<file path="src/rtl/mips_ctrl_pkg.sv">
// Shared definitions for the multicycle MIPS controller: FSM state type, opcode and funct
// encodings, ALU operation codes, ALU-class selects and datapath mux select constants.
package mips_ctrl_pkg;

  typedef enum logic [3:0] {
    StFetch  = 4'd0,
    StDecode = 4'd1,
    StMemAdr = 4'd2,
    StMemRd  = 4'd3,
    StMemWb  = 4'd4,
    StMemWr  = 4'd5,
    StRExec  = 4'd6,
    StRWb    = 4'd7,
    StIExec  = 4'd8,
    StIWb    = 4'd9,
    StBeq    = 4'd10,
    StJump   = 4'd11,
    StJal    = 4'd12,
    StJr     = 4'd13,
    StHalt   = 4'd14
  } state_t;

  localparam logic [5:0] OP_RTYPE = 6'b000000;
  localparam logic [5:0] OP_LW    = 6'b100011;
  localparam logic [5:0] OP_SW    = 6'b101011;
  localparam logic [5:0] OP_BEQ   = 6'b000100;
  localparam logic [5:0] OP_ADDI  = 6'b001000;
  localparam logic [5:0] OP_SLTI  = 6'b001010;
  localparam logic [5:0] OP_J     = 6'b000010;
  localparam logic [5:0] OP_JAL   = 6'b000011;

  localparam logic [5:0] FUNCT_ADD = 6'b100000;
  localparam logic [5:0] FUNCT_SUB = 6'b100010;
  localparam logic [5:0] FUNCT_AND = 6'b100100;
  localparam logic [5:0] FUNCT_OR  = 6'b100101;
  localparam logic [5:0] FUNCT_SLT = 6'b101010;
  localparam logic [5:0] FUNCT_JR  = 6'b001000;

  localparam logic [2:0] ALU_AND = 3'b000;
  localparam logic [2:0] ALU_OR  = 3'b001;
  localparam logic [2:0] ALU_ADD = 3'b010;
  localparam logic [2:0] ALU_SUB = 3'b110;
  localparam logic [2:0] ALU_SLT = 3'b111;

  // ALU operation class handed to the ALU decoder
  localparam logic [1:0] ALUOP_ADD   = 2'b00;
  localparam logic [1:0] ALUOP_SUB   = 2'b01;
  localparam logic [1:0] ALUOP_FUNCT = 2'b10;
  localparam logic [1:0] ALUOP_SLT   = 2'b11;

  localparam logic [1:0] SRCB_B      = 2'b00;
  localparam logic [1:0] SRCB_FOUR   = 2'b01;
  localparam logic [1:0] SRCB_IMM    = 2'b10;
  localparam logic [1:0] SRCB_IMM_SH = 2'b11;

  localparam logic [1:0] PCSRC_ALU    = 2'b00;
  localparam logic [1:0] PCSRC_JUMP   = 2'b01;
  localparam logic [1:0] PCSRC_ALUOUT = 2'b10;
  localparam logic [1:0] PCSRC_REG_A  = 2'b11;

endpackage

</file>
<file path="src/rtl/mips_alu_decoder.sv">
// Combinational ALU control decoder.
//   i_funct           : instruction funct field [5:0]
//   i_aluop           : ALU class (add / sub / from funct / slt)
//   o_alu_operation   : 3-bit ALU operation code
//   o_funct_valid     : funct is one of the supported arithmetic/logic R-type functions
module mips_alu_decoder
  import mips_ctrl_pkg::*;
(
  input  logic [5:0] i_funct,
  input  logic [1:0] i_aluop,
  output logic [2:0] o_alu_operation,
  output logic       o_funct_valid
);

  logic [2:0] w_funct_op;

  always_comb begin
    w_funct_op    = ALU_ADD;
    o_funct_valid = 1'b1;
    case (i_funct)
      FUNCT_ADD: w_funct_op = ALU_ADD;
      FUNCT_SUB: w_funct_op = ALU_SUB;
      FUNCT_AND: w_funct_op = ALU_AND;
      FUNCT_OR:  w_funct_op = ALU_OR;
      FUNCT_SLT: w_funct_op = ALU_SLT;
      default:   o_funct_valid = 1'b0;
    endcase
  end

  always_comb begin
    o_alu_operation = ALU_ADD;
    case (i_aluop)
      ALUOP_ADD:   o_alu_operation = ALU_ADD;
      ALUOP_SUB:   o_alu_operation = ALU_SUB;
      ALUOP_FUNCT: o_alu_operation = w_funct_op;
      ALUOP_SLT:   o_alu_operation = ALU_SLT;
      default:     o_alu_operation = ALU_ADD;
    endcase
  end

endmodule

</file>
<file path="src/rtl/mips_multicycle_controller.sv">
// Moore FSM controlling the multicycle MIPS datapath.
//   clk, rst        : clock, synchronous active-high reset (outputs forced low while rst=1)
//   Instruction     : IR contents; op=[31:26], funct=[5:0]
//   ZeroFlag        : ALU zero (used by the datapath via PCWriteCond, not by this FSM)
//   PCWrite..ALUSrcA: single-bit datapath controls
//   ALUSrcB, PCSrc  : mux selects; ALUoperation : ALU op code
//   InstrDone       : pulse in the last state of each instruction
//   IllegalOp       : pulse in DECODE for an unsupported op/funct
module mips_multicycle_controller
  import mips_ctrl_pkg::*;
#(
  parameter bit ILLEGAL_TRAP = 1'b0
) (
  input  logic        clk,
  input  logic        rst,
  input  logic [31:0] Instruction,
  input  logic        ZeroFlag,
  output logic        PCWrite,
  output logic        PCWriteCond,
  output logic        IorD,
  output logic        MemWrite,
  output logic        MemRead,
  output logic        IRWrite,
  output logic        RegDst,
  output logic        WriteRegSel,
  output logic        MemtoReg,
  output logic        WriteDataSel,
  output logic        RegWrite,
  output logic        ALUSrcA,
  output logic [1:0]  ALUSrcB,
  output logic [1:0]  PCSrc,
  output logic [2:0]  ALUoperation,
  output logic        InstrDone,
  output logic        IllegalOp
);

  state_t     r_state;
  state_t     w_state_next;
  logic [5:0] w_op;
  logic [5:0] w_funct;
  logic [1:0] w_aluop;
  logic [2:0] w_alu_operation;
  logic       w_funct_valid;
  logic       w_illegal;
  logic       w_unused;

  assign w_op     = Instruction[31:26];
  assign w_funct  = Instruction[5:0];
  assign w_unused = ^{Instruction[25:6], ZeroFlag};

  // Only REXEC, IEXEC and BEQ need anything other than ADD
  always_comb begin
    w_aluop = ALUOP_ADD;
    case (r_state)
      StRExec: w_aluop = ALUOP_FUNCT;
      StIExec: w_aluop = (w_op == OP_SLTI) ? ALUOP_SLT : ALUOP_ADD;
      StBeq:   w_aluop = ALUOP_SUB;
      default: w_aluop = ALUOP_ADD;
    endcase
  end

  mips_alu_decoder u_alu_decoder (
    .i_funct         (w_funct),
    .i_aluop         (w_aluop),
    .o_alu_operation (w_alu_operation),
    .o_funct_valid   (w_funct_valid)
  );

  always_comb begin
    case (w_op)
      OP_RTYPE: w_illegal = !(w_funct_valid || (w_funct == FUNCT_JR));
      OP_LW, OP_SW, OP_BEQ, OP_ADDI, OP_SLTI, OP_J, OP_JAL: w_illegal = 1'b0;
      default:  w_illegal = 1'b1;
    endcase
  end

  always_ff @(posedge clk) begin
    if (rst) r_state <= StFetch;
    else     r_state <= w_state_next;
  end

  always_comb begin
    w_state_next = StFetch;
    case (r_state)
      StFetch: w_state_next = StDecode;
      StDecode: begin
        if (w_illegal) begin
          w_state_next = ILLEGAL_TRAP ? StHalt : StFetch;
        end else begin
          case (w_op)
            OP_RTYPE:        w_state_next = (w_funct == FUNCT_JR) ? StJr : StRExec;
            OP_LW, OP_SW:    w_state_next = StMemAdr;
            OP_BEQ:          w_state_next = StBeq;
            OP_ADDI, OP_SLTI: w_state_next = StIExec;
            OP_J:            w_state_next = StJump;
            OP_JAL:          w_state_next = StJal;
            default:         w_state_next = StFetch;
          endcase
        end
      end
      StMemAdr: begin
        if (w_op == OP_LW)      w_state_next = StMemRd;
        else if (w_op == OP_SW) w_state_next = StMemWr;
        else                    w_state_next = StFetch;
      end
      StMemRd: w_state_next = StMemWb;
      StRExec: w_state_next = StRWb;
      StIExec: w_state_next = StIWb;
      StHalt:  w_state_next = StHalt;
      default: w_state_next = StFetch;  // last states of each class and unused encodings
    endcase
  end

  // Moore output decode; everything held low during reset so no write leaks out
  always_comb begin
    PCWrite      = 1'b0;
    PCWriteCond  = 1'b0;
    IorD         = 1'b0;
    MemWrite     = 1'b0;
    MemRead      = 1'b0;
    IRWrite      = 1'b0;
    RegDst       = 1'b0;
    WriteRegSel  = 1'b0;
    MemtoReg     = 1'b0;
    WriteDataSel = 1'b0;
    RegWrite     = 1'b0;
    ALUSrcA      = 1'b0;
    ALUSrcB      = SRCB_B;
    PCSrc        = PCSRC_ALU;
    ALUoperation = 3'b000;
    InstrDone    = 1'b0;
    IllegalOp    = 1'b0;
    if (!rst) begin
      case (r_state)
        StFetch: begin
          MemRead      = 1'b1;
          IRWrite      = 1'b1;
          ALUSrcB      = SRCB_FOUR;
          ALUoperation = w_alu_operation;
          PCWrite      = 1'b1;
          PCSrc        = PCSRC_ALU;
        end
        StDecode: begin
          ALUSrcB      = SRCB_IMM_SH;
          ALUoperation = w_alu_operation;
          IllegalOp    = w_illegal;
        end
        StMemAdr, StIExec: begin
          ALUSrcA      = 1'b1;
          ALUSrcB      = SRCB_IMM;
          ALUoperation = w_alu_operation;
        end
        StMemRd: begin
          IorD    = 1'b1;
          MemRead = 1'b1;
        end
        StMemWb: begin
          MemtoReg  = 1'b1;
          RegWrite  = 1'b1;
          InstrDone = 1'b1;
        end
        StMemWr: begin
          IorD      = 1'b1;
          MemWrite  = 1'b1;
          InstrDone = 1'b1;
        end
        StRExec: begin
          ALUSrcA      = 1'b1;
          ALUSrcB      = SRCB_B;
          ALUoperation = w_alu_operation;
        end
        StRWb: begin
          RegDst    = 1'b1;
          RegWrite  = 1'b1;
          InstrDone = 1'b1;
        end
        StIWb: begin
          RegWrite  = 1'b1;
          InstrDone = 1'b1;
        end
        StBeq: begin
          ALUSrcA      = 1'b1;
          ALUSrcB      = SRCB_B;
          ALUoperation = w_alu_operation;
          PCWriteCond  = 1'b1;
          PCSrc        = PCSRC_ALUOUT;
          InstrDone    = 1'b1;
        end
        StJump: begin
          PCWrite   = 1'b1;
          PCSrc     = PCSRC_JUMP;
          InstrDone = 1'b1;
        end
        StJal: begin
          PCWrite      = 1'b1;
          PCSrc        = PCSRC_JUMP;
          WriteRegSel  = 1'b1;
          WriteDataSel = 1'b1;
          RegWrite     = 1'b1;
          InstrDone    = 1'b1;
        end
        StJr: begin
          PCWrite   = 1'b1;
          PCSrc     = PCSRC_REG_A;
          InstrDone = 1'b1;
        end
        default: ;  // HALT and unused encodings drive nothing
      endcase
    end
  end

endmodule
</file>
<file path="config.mk">
export PLATFORM = sky130hd
export DESIGN_NAME = mips_multicycle_controller
export DESIGN_NICKNAME = d
export VERILOG_FILES = /design/src/rtl/mips_ctrl_pkg.sv /design/src/rtl/mips_alu_decoder.sv /design/src/rtl/mips_multicycle_controller.sv
export SDC_FILE = /design/constraint.sdc
export NUM_CORES = 1
export LEC_CHECK = 0
export ABC_AREA = 1
export CAP_MARGIN = 5
export CORE_MARGIN = 5
export CORE_UTILIZATION = 38
export DETAILED_ROUTE_END_ITERATION = 8
export PLACE_DENSITY_LB_ADDON = 0.2
export SETUP_SLACK_MARGIN = 0.4
export SLEW_MARGIN = 5
export SYNTH_ARGS = -nofsm -noshare
export SYNTH_HDL_FRONTEND = slang
export SYNTH_HIERARCHICAL = 1
export SYNTH_SLANG_ARGS = --single-unit
export TNS_END_PERCENT = 20
</file>
<file path="constraint.sdc">
create_clock -name clk -period 3.55 [get_ports clk]
set_input_delay 0.71 -clock clk [delete_from_list [all_inputs] [get_ports clk]]
set_output_delay 0.71 -clock clk [all_outputs]
set_load 0.01 [all_outputs]
</file>
Word-level counts from Yosys, hierarchy flattened
Cells that the tools add are included.
{"block": "totals", "output_inout_bits": 21, "wordCells": 93, "input_bits": 35, "regBits": 4}
{"block": "classes", "n_mux": 44, "eq_ne": 30, "n_reduce_logical": 18}
{"cell": "6-bit == test, second input constant", "count": 7}
{"cell": "4-bit == test, second input constant", "count": 7}
{"cell": "4-bit case mux with 7 select lines", "count": 1}
{"cell": "1-bit two-way mux", "count": 27}
{"cell": "3-bit case mux with 4 select lines", "count": 2}
{"cell": "4-bit case mux with 6 select lines", "count": 1}
{"cell": "6-bit by 4-bit == test with 1-bit output, second input constant", "count": 3}
{"cell": "2-bit case mux with 3 select lines", "count": 3}
{"cell": "4-bit by 3-bit == test with 1-bit output, second input constant", "count": 4}
{"cell": "6-bit by 2-bit == test with 1-bit output, second input constant", "count": 2}
{"cell": "3-bit two-way mux", "count": 4}
{"cell": "2-bit OR reduction", "count": 6}
{"cell": "4-bit OR reduction", "count": 3}
{"cell": "4-bit by 2-bit == test with 1-bit output, second input constant", "count": 2}
{"cell": "4-bit two-way mux", "count": 2}
{"cell": "8-bit OR reduction", "count": 1}
{"cell": "7-bit OR reduction", "count": 1}
{"cell": "6-bit by 3-bit == test with 1-bit output, second input constant", "count": 1}
{"cell": "6-bit zero test", "count": 1}
{"cell": "2-bit two-way mux", "count": 3}
{"cell": "6-bit OR reduction", "count": 1}
{"cell": "5-bit OR reduction", "count": 1}
{"cell": "2-bit == test, second input constant", "count": 2}
{"cell": "4-bit by 1-bit == test with 1-bit output, second input constant", "count": 1}
{"cell": "6 further kinds", "count": 6}

Depth between registers and ports, before layout
Gate-level depths: netlist of run 1.
{"block": "depth", "ltp_word": 8, "mapped_depth": 12, "depth_no_buf": 12}

Hierarchy
The synthesis of run 1 kept the hierarchy.
{"mod": "mips_multicycle_controller", "seq_area_each_um2": 80.1, "area_per_inst_um2": 693.2, "cells_per_inst": 133, "n_inst": 1}
{"mod": "mips_alu_decoder", "seq_area_each_um2": 0.0, "area_per_inst_um2": 105.1, "cells_per_inst": 22, "n_inst": 1}

Least setup slack after synthesis of run 1
No wires, ideal clock.
{"block": "synth_path", "kind": "input to output", "from": "input port Instruction[27]", "to": "output port IllegalOp", "stages": 7, "required_time_ps": 2840, "path_buffers": 0, "arrival_time_ps": 1548, "path_slack_ps": 1292, "path_cell_list": "nor2_1 inv_1 nor2_2 nand2_1 nor2_1 a21oi_2 nor3_1"}
{"block": "synth_between", "elab_chain_len": 5, "elab_cells_between_ends": 12, "classes_between": "eq/ne (7); mux (3); reduce/logical (2)"}
{"element": "from (decl)", "line_no": "mips_multicycle_controller.sv:16", "text": "input logic [31:0] Instruction,"}
{"element": "6-bit by 4-bit == test with 1-bit output, or another cell as far along", "line_no": "mips_multicycle_controller.sv:70", "text": "case (w_op)"}
{"element": "7-bit OR reduction", "line_no": "mips_multicycle_controller.sv:70"}
{"element": "1-bit case mux with 2 select lines *", "line_no": "mips_multicycle_controller.sv:70"}
{"element": "1-bit two-way mux *", "line_no": "mips_multicycle_controller.sv:134", "text": "case (r_state)"}
{"element": "1-bit two-way mux *", "line_no": "mips_multicycle_controller.sv:133", "text": "if (!rst) begin"}
{"element": "to (decl)", "line_no": "mips_multicycle_controller.sv:34", "text": "output logic IllegalOp"}
Mark *: on every way between the ends. The rest lies on a longest branch, timed or not.

Worst setup path after layout of run 1
{"block": "layout_path", "from": "input port Instruction[27]", "to": "output port ALUoperation[2]"}
{"block": "layout_between", "elab_chain_len": 7, "elab_cells_between_ends": 10, "classes_between": "eq/ne (4); mux (5); reduce/logical (1)"}
{"element": "6-bit by 4-bit == test with 1-bit output *", "line_no": "mips_multicycle_controller.sv:56", "text": "StIExec: w_aluop = (w_op == OP_SLTI) ? ALUOP_SLT : ALUOP_ADD;"}
{"element": "2-bit two-way mux *", "line_no": "mips_multicycle_controller.sv:56"}
{"element": "2-bit case mux with 3 select lines *", "line_no": "mips_multicycle_controller.sv:54", "text": "case (r_state)"}
{"element": "named net w_aluop[1]", "line_no": "mips_multicycle_controller.sv:41", "text": "logic [1:0] w_aluop;"}
{"element": "2-bit == test, or another cell as far along", "line_no": "mips_alu_decoder.sv:32", "text": "case (i_aluop)"}
{"element": "3-bit case mux with 4 select lines *", "line_no": "mips_alu_decoder.sv:32"}
{"element": "named net w_alu_operation[2]", "line_no": "mips_multicycle_controller.sv:42", "text": "logic [2:0] w_alu_operation;"}
{"element": "3-bit two-way mux *", "line_no": "mips_multicycle_controller.sv:134"}
{"element": "3-bit two-way mux *", "line_no": "mips_multicycle_controller.sv:133"}
{"element": "to (decl)", "line_no": "mips_multicycle_controller.sv:32", "text": "output logic [2:0] ALUoperation,"}
Mark *: on every way through the listed nets, which the timed path passes. The rest lies on a longest branch.

==> flow_summary.json, run 1 <==
{
  "run_status": "finished clean",
  "min_period_ps": 3280,
  "timing.reg2reg.setup_slack_ps": 2290,
  "final-seq-area_sq_um": 80.1,
  "cellInternalPower_uw": 119,
  "cts-root-to-sink-buffers": 2,
  "synthDominantCellAreaShare": 0.146,
  "grt_pass1_vias": 1014,
  "combinationalPowerShare": 0.415,
  "net_switching_share_of_the_total_power": 0.328,
  "yosys_most_used_dff": "sky130_fd_sc_hd__dfxtp_1",
  "placed_cells_incl_taps": 215,
  "drive_above_1_share": 0.157,
  "finalNetCount": 228,
  "synth.mux.area_fraction": 0,
  "antenna_cells_inserted": 0,
  "area_share_of_xor_xnor_cells_in_the_synthesized_design": 0,
  "overflow_left_after_global_routing": 0,
  "cts_post_setup_buffers_inserted": 0,
  "grt_setup_unrepaired": "yes",
  "viasPerCell": 4.81,
  "worstSkewPairLatency_ps": 230,
  "first_iter_violations": 23,
  "report.final.setup_viol": 0,
  "layout_top_registers": "r_state (4)",
  "multiInputGateArea_sq_um": 596,
  "detailroute.via_count": 1049,
  "timing.setup.tns_ps": 0,
  "max_cap_violations": 0,
  "async_reset_ff_frac": 0,
  "crit_arrival_ps": 2570,
  "total_power_uw": 177,
  "synth-edff-count": 0,
  "globalRoute.busiestLayer": "met2",
  "pwr-share-seq": 0.272,
  "worst_slack_ps": 267,
  "first_pass_grt_wire_length_um": 3890,
  "p_switching_uw": 57.9,
  "postSynthAreaPerCell_sq_um": 5.15,
  "skew_ps": 6.12,
  "grt_start_max_net_pins": 10,
  "start_util": 0.403,
  "clockPowerShare": 0.313,
  "yosys_warnings": 6,
  "top_register": "r_state",
  "final.hold.worst_slack_ps": 750,
  "placed_area_sq_um": 1170,
  "syn2layout_area_growth_pct": 51.3,
  "chipHeight_um": 55.8,
  "coreArea_sq_um": 1980,
  "netlist_instances": 155,
  "design.portCount": 56,
  "slew_viol_final": 0,
  "globalRouteMet1Util": 0.161,
  "n_fill_cell": 191,
  "placement.io_buffers": 34,
  "synth_fp_nets": 190,
  "ys_ff_latch": 4,
  "synthDominantAreaCellType": "sky130_fd_sc_hd__nand2_1",
  "top_count_cell_post_synth": "sky130_fd_sc_hd__nand2_1",
  "drt_pass1_iterations": 4,
  "cts.reportedPaths.clkPinSlew_ps": 40,
  "placement.setup.worst_slack_ps": 184,
  "yosys.area_share.adder": 0,
  "worstSetupEndpointType": "output port",
  "num_rows": 16,
  "netlist_top_cells_count": "sky130_fd_sc_hd__nand2_1 (31), sky130_fd_sc_hd__nor2_1 (29), sky130_fd_sc_hd__inv_1 (24)",
  "clock_tree.root_cell": "sky130_fd_sc_hd__clkbuf_4",
  "cellLeakagePower_nw": 0.574,
  "synth_top_family_by_area": "simple AND/OR/NAND/NOR gates",
  "h_tree_levels": 1,
  "dieArea_sq_um": 3120,
  "synth-compound-area-share": 0.185,
  "grtUsageMet3": 0.0348,
  "timing.fmax_mhz": 305,
  "post_synth_and_or_nand_nor_area_fraction": 0.549,
  "hp-class": "reg -> reg",
  "yosysUniqueCellTypes": 27,
  "ys_seq_area_frac": 0.100,
  "mappedNetlistArea_sq_um": 798,
  "critPathKind": "in -> out",
  "detail_route.wirelength_um": 2210,
  "holdCritStartpoint": "r_state[0]$_SDFF_PP0_",
  "layout_worst_path_cycle_share": 0.925,
  "worst_r2r_startpoint": "r_state[2]$_SDFF_PP0_",
  "detailedPlacementHpwl_um": 1890,
  "timing.slew.headroom": 0.812,
  "cts-buffers-inserted": 3,
  "timing.hold.worst_path_depth": 3,
  "gr-usage-met2": 0.269,
  "timing.final.hold_violations": 0,
  "reg2reg_depth": 5,
  "whs_endpoint": "r_state[3]$_SDFF_PP0_",
  "tritoncts": "yes",
  "die_w_um": 55.8,
  "ir_drop_mv": 0.137,
  "grt_antenna_before_repair": 0,
  "post_route_cell_area_sq_um": 1210,
  "largest_register_ff_count": 4,
  "cp.required_ps": 2840,
  "worst_setup_path_start_kind": "primary input",
  "worst_pin_slew_ps": 281,
  "finish.cell_count_without_fillers": 218,
  "cts_sinks": 4,
  "utilization_after_layout": 0.609,
  "post_drt_wl_per_cell_um": 10.1,
  "gp_congestion": 0.849,
  "rr_endpoint": "r_state[2]$_SDFF_PP0_",
  "crit_path_max_fanout": 4,
  "grt_usage": 0.144,
  "netlist_top_cells_area": "sky130_fd_sc_hd__nand2_1 (15%), sky130_fd_sc_hd__nor2_1 (14%), sky130_fd_sc_hd__inv_1 (11%), sky130_fd_sc_hd__dfxtp_1 (10%), sky130_fd_sc_hd__nand3_1 (6.9%)",
  "ratio_of_total_power_to_cell_area_nw_per_um2": 146,
  "final_antenna_net_count": 0,
  "drcViolationCount": 0
}
==> placed cells by master (no fill, tap or decap), drive strengths merged <==
master          n
clkbuf          3
inv            30
nand3          11
o211ai          1
a21oi          13
buf             2
nor3            5
nand4           3
a31oi           3
or2             1
nor3b           1
dfxtp           4
nor2           40
clkinv          1
a211oi          1
o2111ai         1
o21ai           5
clkdlybuf4s50  31
nand2          32
dlygate4sd2     1
dlymetal6s2s    2
==> critical path: stages <==
cell and delay [ps]:
sky130_fd_sc_hd__clkdlybuf4s50_1 520, sky130_fd_sc_hd__inv_1 60, sky130_fd_sc_hd__nor2_2 130, sky130_fd_sc_hd__nand4_1 170, sky130_fd_sc_hd__nand2_2 140, sky130_fd_sc_hd__inv_1 60, sky130_fd_sc_hd__o21ai_2 110, sky130_fd_sc_hd__inv_1 50
sky130_fd_sc_hd__nor2_1 90, sky130_fd_sc_hd__clkdlybuf4s50_1 530
==> power by group through the flow <==
stage	Sequential [mW]	Clock, mW	Combinational (mW)
after floorplan	0.0485	0	0.0358
after global placement	0.0487	0	0.0710
after detailed placement	0.0487	0	0.0726
after CTS	0.0480	0.0559	0.0733
after global routing	0.0482	0.0606	0.0806
final	0.0480	0.0553	0.0733
==> layer usage <==
layer	wire [um]	part of all wire
met5	0	0
met4	0	0
met3	151	0.068
met2	1090	0.49
met1	969	0.44
==> worst max-delay path by stage <==
stage,to,cells after the start,from
finish,ALUoperation[2],10,Instruction[27]
global route,ALUoperation[2],10,Instruction[27]
CTS,ALUoperation[0],12,Instruction[29]
detailed placement,ALUoperation[2],10,Instruction[27]
global placement,ALUoperation[2],10,Instruction[27]
floorplan,IllegalOp,7,Instruction[27]
==> cell type report <==
class	count	area share
multi-input combinational	117	0.493
timing repair buffer	36	0.297
sequential	4	0.0663
tap	27	0.0280
inverter	31	0.0964
clock buffer	3	0.0187
==> logic make-up after synthesis <==
group,count (synthesis)
AO/OA/AOI/OAI,24
buffers and inverters,34
flip-flops,4
AND/OR/NAND/NOR,93
==> timing repair <==
action                     4_1_cts  5_1_grt
setup endpoints to repair        4        4
hold buffers                     0        0
gates cloned                     0        0
gates resized for setup          4        2
pin swaps                        0        1
Power figures use the tool's default switching activity.
==> run 2: changes to the inputs <==
--- a/config.mk
+++ b/config.mk
@@ -12,6 +12,7 @@
 export DETAILED_ROUTE_END_ITERATION = 8
 export PLACE_DENSITY_LB_ADDON = 0.2
 export SETUP_SLACK_MARGIN = 0.4
+export SKIP_LAST_GASP = 1
 export SLEW_MARGIN = 5
 export SYNTH_ARGS = -nofsm -noshare
 export SYNTH_HDL_FRONTEND = slang
==> results of run 2 <==
The final DEF is identical to that of run 1; final timing and power are the same.
